## src/rtl/packet_scheduler.sv

```systemverilog
// HDMI data-island packet type scheduler: ACR/AIF(/SPD) per info period,
// then audio samples or NULL per packet slot. Optional: PACKET_SCHEDULER_SPD_EN.
// Ports: clk_pixel, rst_n (async low), frame_start, packet_enable,
//        audio_remaining -> packet_type, audio_pop, underrun_count.
module packet_scheduler #(
  parameter int INFO_PERIOD       = 1,
  parameter int AUDIO_COUNT_WIDTH = 8
) (
  input  logic                         clk_pixel,
  input  logic                         rst_n,
  input  logic                         frame_start,
  input  logic                         packet_enable,
  input  logic [AUDIO_COUNT_WIDTH-1:0] audio_remaining,
  output logic [7:0]                   packet_type,
  output logic                         audio_pop,
  output logic [15:0]                  underrun_count
);

  localparam logic [7:0] LAST = 8'(INFO_PERIOD - 1);

  localparam logic [7:0] PT_NULL  = 8'h00;
  localparam logic [7:0] PT_ACR   = 8'h01;
  localparam logic [7:0] PT_AUDIO = 8'h02;
  localparam logic [7:0] PT_AIF   = 8'h84;
`ifdef PACKET_SCHEDULER_SPD_EN
  localparam logic [7:0] PT_SPD   = 8'h83;
`endif

  typedef enum logic [2:0] {
    WAIT_FRAME,
    SEND_ACR,
    SEND_AIF,
`ifdef PACKET_SCHEDULER_SPD_EN
    SEND_SPD,
`endif
    STREAM
  } state_t;

  state_t     state;
  state_t     cur;
  logic [7:0] frame_cnt;
  logic [7:0] frame_nxt;
  logic [7:0] cnt_eff;

  // frame_start is resolved before packet_enable in the same cycle,
  // so the slot is served from the state the new frame selects.
  always_comb begin
    frame_nxt = (frame_cnt == LAST) ? 8'h00 : frame_cnt + 8'h01;
    cnt_eff   = frame_cnt;
    cur       = state;
    if (frame_start) begin
      cnt_eff = frame_nxt;
      cur     = (frame_nxt == 8'h00) ? SEND_ACR : STREAM;
    end
  end

  always_ff @(posedge clk_pixel or negedge rst_n) begin
    if (!rst_n) begin
      state          <= WAIT_FRAME;
      frame_cnt      <= LAST;
      packet_type    <= PT_NULL;
      audio_pop      <= 1'b0;
      underrun_count <= 16'h0000;
    end else begin
      audio_pop <= 1'b0;
      frame_cnt <= cnt_eff;
      state     <= cur;
      if (packet_enable) begin
        unique case (cur)
          WAIT_FRAME: begin
            packet_type <= PT_NULL;
          end
          SEND_ACR: begin
            packet_type <= PT_ACR;
            state       <= SEND_AIF;
          end
          SEND_AIF: begin
            packet_type <= PT_AIF;
`ifdef PACKET_SCHEDULER_SPD_EN
            state       <= SEND_SPD;
`else
            state       <= STREAM;
`endif
          end
`ifdef PACKET_SCHEDULER_SPD_EN
          SEND_SPD: begin
            packet_type <= PT_SPD;
            state       <= STREAM;
          end
`endif
          STREAM: begin
            if (audio_remaining != '0) begin
              packet_type <= PT_AUDIO;
              audio_pop   <= 1'b1;
            end else begin
              packet_type <= PT_NULL;
              if (underrun_count != 16'hFFFF)
                underrun_count <= underrun_count + 16'h0001;
            end
          end
          default: begin
            packet_type <= PT_NULL;
            state       <= WAIT_FRAME;
          end
        endcase
      end
    end
  end

endmodule

```

## config.mk

```make
export PLATFORM = sky130hd
export DESIGN_NAME = packet_scheduler
export DESIGN_NICKNAME = d
export VERILOG_FILES = /design/src/rtl/packet_scheduler.sv
export SDC_FILE = /design/constraint.sdc
export NUM_CORES = 1
export LEC_CHECK = 0
export ABC_AREA = 1
export CAP_MARGIN = 20
export CELL_PAD_IN_SITES_DETAIL_PLACEMENT = 1
export CELL_PAD_IN_SITES_GLOBAL_PLACEMENT = 1
export CORE_ASPECT_RATIO = 1.75
export CORE_MARGIN = 2
export CORE_UTILIZATION = 40
export DETAILED_ROUTE_END_ITERATION = 12
export HOLD_SLACK_MARGIN = 0.08
export MAX_ROUTING_LAYER = met4
export PLACE_DENSITY_LB_ADDON = 0.1
export SYNTH_ARGS = -nofsm -noshare
export SYNTH_HDL_FRONTEND = slang
export SYNTH_SLANG_ARGS = --single-unit
export TNS_END_PERCENT = 1
```

## constraint.sdc

```tcl
create_clock -name clk_pixel -period 3.3 [get_ports clk_pixel]
set_clock_uncertainty 0.1 [all_clocks]
set_input_delay 0.33 -clock clk_pixel [delete_from_list [all_inputs] [get_ports clk_pixel]]
set_output_delay 0.33 -clock clk_pixel [all_outputs]
set_load 0.05 [all_outputs]
```

==> results of run 1 <==
[state kept, by name (all words and copies together) (netlist names)]
register and flops:
packet_type 3, audio_pop 1, underrun_count 16, frame_cnt 8
state 3
[stage by stage]
stage	cells	utilization (%)
3_5_place_dp	342	49.2
2_1_floorplan	264	-
5_1_grt	350	51.4
4_1_cts	350	51.4
6_report	350	51.4
3_3_place_gp	342	49.2
[cell families after synthesis]
| family | synth area share [%] |
|---|---|
| AOI/OAI and AO/OA | 4.33 |
| buffers and inverters | 8.59 |
| and+or+nand+nor | 39.5 |
| xor gates and xnor gates | 5.42 |
| DFF | 40.0 |
| adders and majority gates | 1.94 |
| other | 0.193 |
[where the power goes]
group          internal [mW]  total (mW)  switching (mW)
combinational         0.0962       0.282           0.186
sequential             0.422       0.473          0.0514
clock                  0.190       0.331           0.141
[worst max-delay path, cell delays in order, from the launching register on]
cell,delay [ns]
dfrtp_1,0.42
ha_1,0.27
nand3_1,0.18
nor2_2,0.21
nand2_1,0.09
nor2_2,0.15
nand4_1,0.20
inv_2,0.16
nor2_8,0.07
nand3_1,0.07
nand2_1,0.05
[per-layer routing]
layer | track usage [%] | up-vias | share of wire [%]
li1 | - | 889 | -
met2 | 40.4 | 26 | 58
met1 | 19.9 | 858 | 37
met4 | 8.93 | 0 | 2.5
met3 | 2.69 | 12 | 2.4
met5 | - | - | 0
[area by class of cell]
cell class	count	area [um2]	area share, %
Clock buffer	8	100	4.18
Inverter	30	113	4.70
Multi-Input combinational cell	195	1010	42.0
Sequential cell	31	776	32.4
Tap cell	52	65.1	2.72
Timing Repair Buffer	34	335	14.0
[Yosys cell counts]
cell	count	share of area, %
nor2_8	1	1.0
nand4_1	7	2.3
xnor2_1	4	1.8
dfrtp_1	31	40
nand2_2	5	1.6
or2_2	1	0.32
conb_1	1	0.19
nor3_1	4	1.0
nand2_4	1	0.58
inv_1	28	5.4
a22oi_1	1	0.39
nand3_4	1	0.90
clkbuf_1	1	0.19
nor2_2	3	0.97
buf_2	1	0.26
nand2_1	78	15
xor2_1	8	3.6
inv_2	2	0.39
ha_1	3	1.9
nand3_1	28	7.2
o21ai_0	11	2.8
buf_4	6	2.3
nor4_1	1	0.32
o22ai_1	1	0.32
nand4_4	1	1.1
nand3_2	2	1.0
o21ai_1	1	0.26
nor2_1	25	4.8
a21oi_1	2	0.52
nor2_4	2	1.2
[cells in the final DEF (no fill, tap or decap), drive strengths merged, types with 2 or more instances in the layout]
cell           instances
a21oi                  2
buf                    2
clkbuf                 8
clkdlybuf4s50         32
conb                   4
dfrtp                 31
ha                     3
inv                   30
nand2                 84
nand3                 31
nand4                  8
nor2                  31
nor3                   4
o21ai                 12
xnor2                  4
xor2                   8
[how the worst min path moves through the flow]
stage                          startpoint                         end
6_report                            rst_n  packet_type[2]$_DFFE_PN0P_
5_1_grt                             rst_n  packet_type[2]$_DFFE_PN0P_
4_1_cts                             rst_n    frame_cnt[3]$_DFFE_PN0P_
3_5_place_dp   packet_type[1]$_DFFE_PN0P_  packet_type[1]$_DFFE_PN0P_
3_3_place_gp   packet_type[1]$_DFFE_PN0P_  packet_type[1]$_DFFE_PN0P_
2_1_floorplan                       rst_n         audio_pop$_DFF_PN0_
==> reports/qor.csv, run 1 <==
stage,metric,value,unit
synthesis,Post-Syn Area,1940,um2
setup_path,Worst R2R Path Depth,10,
routing,first drt pass iteration count,4,
run,Max-Cap Viols,0,
setup_path,crit path launch,underrun_count[0]$_DFFE_PN0P_,
final_layout,Fillers,588,
floorplan,die height,96.1,um
floorplan,IO Pins,37,
setup_path,Worst R2R Setup Slack,1.22,ns
timing,RSZ-0062 raised after global routing,false,
routing,via/cell ratio,5.10,
timing,fin crit share,63.2,%
timing,measured slew at the worst slew-check pin,0.525,ns
grt,vias in the first global route,1916,
routing,routed wire length,4.93,mm
clock_network,clock sinks,31,
grt,gr ovfl total,0,
place,post-detail-place hpwl,3.84,mm
place,dpl cell area,2300,um2
routing,via count,1785,
floorplan,die area,5440,um2
synthesis,synth warn,0,
floorplan,Die X,56.6,um
final_layout,Final Cell Area,2400,um2
clock_network,CTS tree,built,
pwr,pwr/cell area,453,nW/um2
routing,ANT nets after route,0,
clock_network,Hold Buf Count CTS,0,
synthesis,Netlist cell types,30,
place,port bufs,32,
timing,min Tclk post-route,2.08,ns
setup_path,startpoint types,flip-flop,
timing,worst rel slew slack,64.9,%
place,Setup WS pre-CTS,0.978,ns
synthesis,Synth Instances,261,
setup_path,Worst Setup EP,underrun_count[8]$_DFFE_PN0P_,
pwr,Static Leak,1.13,nW
place,routability cong.,0.790,
pwr,VDD IR max,0.265,mV
routing,Initial DRC Count,73,
final_layout,layout cells sized above 1,9.40,%
timing,post-route setup TNS,0,ns
final_layout,nets,312,
synthesis,Avg Synthesized Cell Area,7.43,um2
final_layout,ant diodes,0,
floorplan,# rows,33,
final_layout,synthesis-to-finish area growth,23.6,%
routing,# DRC,0,
grt,initial antenna violation count,0,
clock_network,latest clock arrival within the worst-skew pair,0.28,ns
timing,Final WS setup,1.22,ns
setup_path,worst r2r dst,underrun_count[8]$_DFFE_PN0P_,
pwr,Tot Pwr,1.09,mW
grt,largest net degree at the start of global routing,32,
synthesis,sequential area share after synthesis,40.0,%
floorplan,initial core utilization,41.5,%
clock_network,TritonCTS buffer count,5,
floorplan,core area,4670,um2
clock_network,Clock Tree Buf Depth,2,
clock_network,CTS root buf,clkbuf_8,
synthesis,register bit total from synthesis,31,
clock_network,H-tree levels,2,
setup_path,Worst Path Required,3.37,ns
clock_network,Post-CTS Resized,0,
setup_path,CP arrival,2.15,ns
timing,fmax,480,MHz
timing,Slew Limit Fails,0,
grt,first-pass GRT wire length,8.56,mm
timing,"Hold Vio Cnt, Final",0,
timing,final setup fails,0,
run_status,status,finished clean,
clock_network,setup bufs post-CTS,0,
setup_path,Worst Path Max Fanout,10,
grt,All-Layer GR Usage,20.7,%
setup_path,CP Class,reg2reg,
clock_network,Clock Pin Slew Worst Setup and Hold Paths,0.07,ns
setup_path,r2r startpoint,underrun_count[0]$_DFFE_PN0P_,
setup_path,crit path capture type,flip-flop,
worst_hold_path,HP Class,in2async,
routing,Wirelength per Cell,14.1,um
timing,Hold Slack,0.348,ns
Power figures use the tool's default switching activity.
==> run 2, diff against run 1 <==
- CORE_UTILIZATION: 40 -> 37
- clock period: 3.3 -> 2 ns (I/O delays scaled with it)
==> reports/qor.csv, run 2 (synthesis results as in run 1) <==
stage,metric,value,unit
timing,fmax,528,MHz
pwr,clock power share,28.5,%
final_layout,register area,781,um2
grt,initial antenna violation count,0,
pwr,VDD IR max,0.375,mV
clock_network,TritonCTS buffer count,5,
routing,first drt pass iteration count,4,
timing,worst rel slew slack,65.8,%
routing,Top Layer Used,met4,
setup_path,Worst R2R Path Depth,13,
setup_path,"slowest stage delay, CP",0.85,ns
final_layout,ant diodes,0,
routing,WL met3,84,um
pwr,Switching Share,36.1,%
timing,Final WS setup,0.105,ns
setup_path,worst r2r dst,underrun_count[8]$_DFFE_PN0P_,
setup_path,Worst R2R Setup Slack,0.11,ns
floorplan,IO Pins,37,
grt,vias in the first global route,1950,
final_layout,Fillers,645,
clock_network,CTS tree,built,
grt,All-Layer GR Usage,20.2,%
run,Max-Cap Viols,0,
final_layout,final core utilization,52.0,%
floorplan,# rows,34,
grt,first-pass GRT wire length,8.80,mm
pwr,P_sw,697,uW
routing,# DRC,0,
clock_network,H-tree levels,2,
place,placed cells,355,
final_layout,layout cells sized above 1,21.6,%
setup_path,CP Class,reg2out,
worst_hold_path,HP Class,in2async,
floorplan,die area,5860,um2
final_layout,Finished Layout Cells,369,
clock_network,Hold Buf Count CTS,0,
routing,Initial DRC Count,46,
floorplan,die height,99.7,um
setup_path,CP top delay family,buffers and inverters,
place,routability cong.,0.762,
timing,final setup fails,0,
routing,Wirelength per Cell,14.9,um
setup_path,Critical Path Slowest Stage Cell,clkdlybuf4s50_1,
place,Setup WS pre-CTS,0.0600,ns
final_layout,nets,329,
timing,RSZ-0062 raised after global routing,true,
setup_path,crit path launch,underrun_count[12]$_DFFE_PN0P_,
setup_path,r2r startpoint,frame_cnt[1]$_DFFE_PN0P_,
clock_network,latest clock arrival within the worst-skew pair,0.28,ns
clock_network,CTS root buf,clkbuf_8,
setup_path,CP cell instances,clkdlybuf4s50_1,
timing,min Tclk post-route,1.89,ns
setup_path,crit path capture type,primary output,
grt,largest net degree at the start of global routing,32,
timing,"Hold Vio Cnt, Final",0,
clock_network,clock sinks,31,
floorplan,core area,5020,um2
final_layout,"most common cell after layout, fill and taps aside",nand2_1,
setup_path,CP arrival,1.59,ns
routing,Met2 Routed Length,3.20,mm
pwr,Pint,1.23,mW
timing,fin crit share,94.7,%
final_layout,synthesis-to-finish area growth,34.7,%
setup_path,Worst Path Required,1.70,ns
setup_path,startpoint types,flip-flop,
floorplan,initial core utilization,38.6,%
run_status,status,finished clean,
pwr,Reg power frac,41.4,%
setup_path,Crit path depth,1,
clock_network,Clock Tree Buf Depth,2,
routing,Post-Route M1 WL,2.08,mm
pwr,combinational power share,30.1,%
routing,via/cell ratio,5.00,
routing,routed wire length,5.48,mm
timing,measured slew at the worst slew-check pin,0.511,ns
place,port bufs,32,
floorplan,Die X,58.7,um
routing,ANT nets after route,0,
grt,gr ovfl total,0,
setup_path,buffers and inverters on the worst path,1,
setup_path,Worst Path Max Fanout,7,
routing,via count,1845,
pwr,pwr/cell area,739,nW/um2
final_layout,area occupied by multi-input gates,1100,um2
final_layout,highest-count cells in the layout ignoring fill and taps,"nand2_1, clkdlybuf4s50_1, nand3_1",
pwr,Static Leak,1.19,nW
clock_network,Clock Pin Slew Worst Setup and Hold Paths,0.06,ns
final_layout,max FFs per register,16,
final_layout,leading registers by flop count,"underrun_count (16), frame_cnt (8)",
timing,Slew Limit Fails,0,
final_layout,Largest Register,underrun_count,
place,post-detail-place hpwl,4.04,mm
## run 2: metal layers
metal,vias up,track usage [%]
li1,928,-
met1,890,20.5
met2,19,37.7
met3,8,2.99
met4,0,7.34
met5,-,-
## run 2: how the worst max path moves through the flow
stage / endpoint
2_1_floorplan: underrun_count[6]$_DFFE_PN0P_
3_3_place_gp: underrun_count[14]$_DFFE_PN0P_
3_5_place_dp: underrun_count[4]$_DFFE_PN0P_
4_1_cts: underrun_count[14]$_DFFE_PN0P_
5_1_grt: underrun_count[8]$_DFFE_PN0P_
6_report: underrun_count[12]
## run 2: timing repair
action | in CTS | in global routing
buffers inserted | 0 | 4
gates resized for setup | 0 | 25
setup endpoints to repair | 0 | 17
## run 2: through the flow
stage               hold WS, ns  TNS (ns)  area (um2)  power, mW
finish                    0.216         0        2610       1.93
global route              0.259    -0.270        2610       2.05
floorplan                -0.196         0        1960       1.12
global placement          0.373         0        2400       1.28
CTS                       0.236         0        2500       1.85
detailed placement        0.383         0        2400       1.29
## run 2: final cells by class
class | count | area share, %
clock buffers | 8 | 3.83
multi-input cells | 197 | 42.2
repair buffers | 49 | 17.2
flip-flops and latches | 31 | 29.9
inverters | 30 | 4.31
well taps | 54 | 2.59
## run 2: power groups by stage
| stage | sequential, mW | clock (mW) | combinational (mW) |
|---|---|---|---|
| final | 0.798 | 0.550 | 0.581 |
| after global routing | 0.807 | 0.590 | 0.652 |
| after CTS | 0.783 | 0.572 | 0.501 |
| after detailed placement | 0.794 | 0 | 0.498 |
| after global placement | 0.792 | 0 | 0.492 |
| after floorplan | 0.806 | 0 | 0.316 |
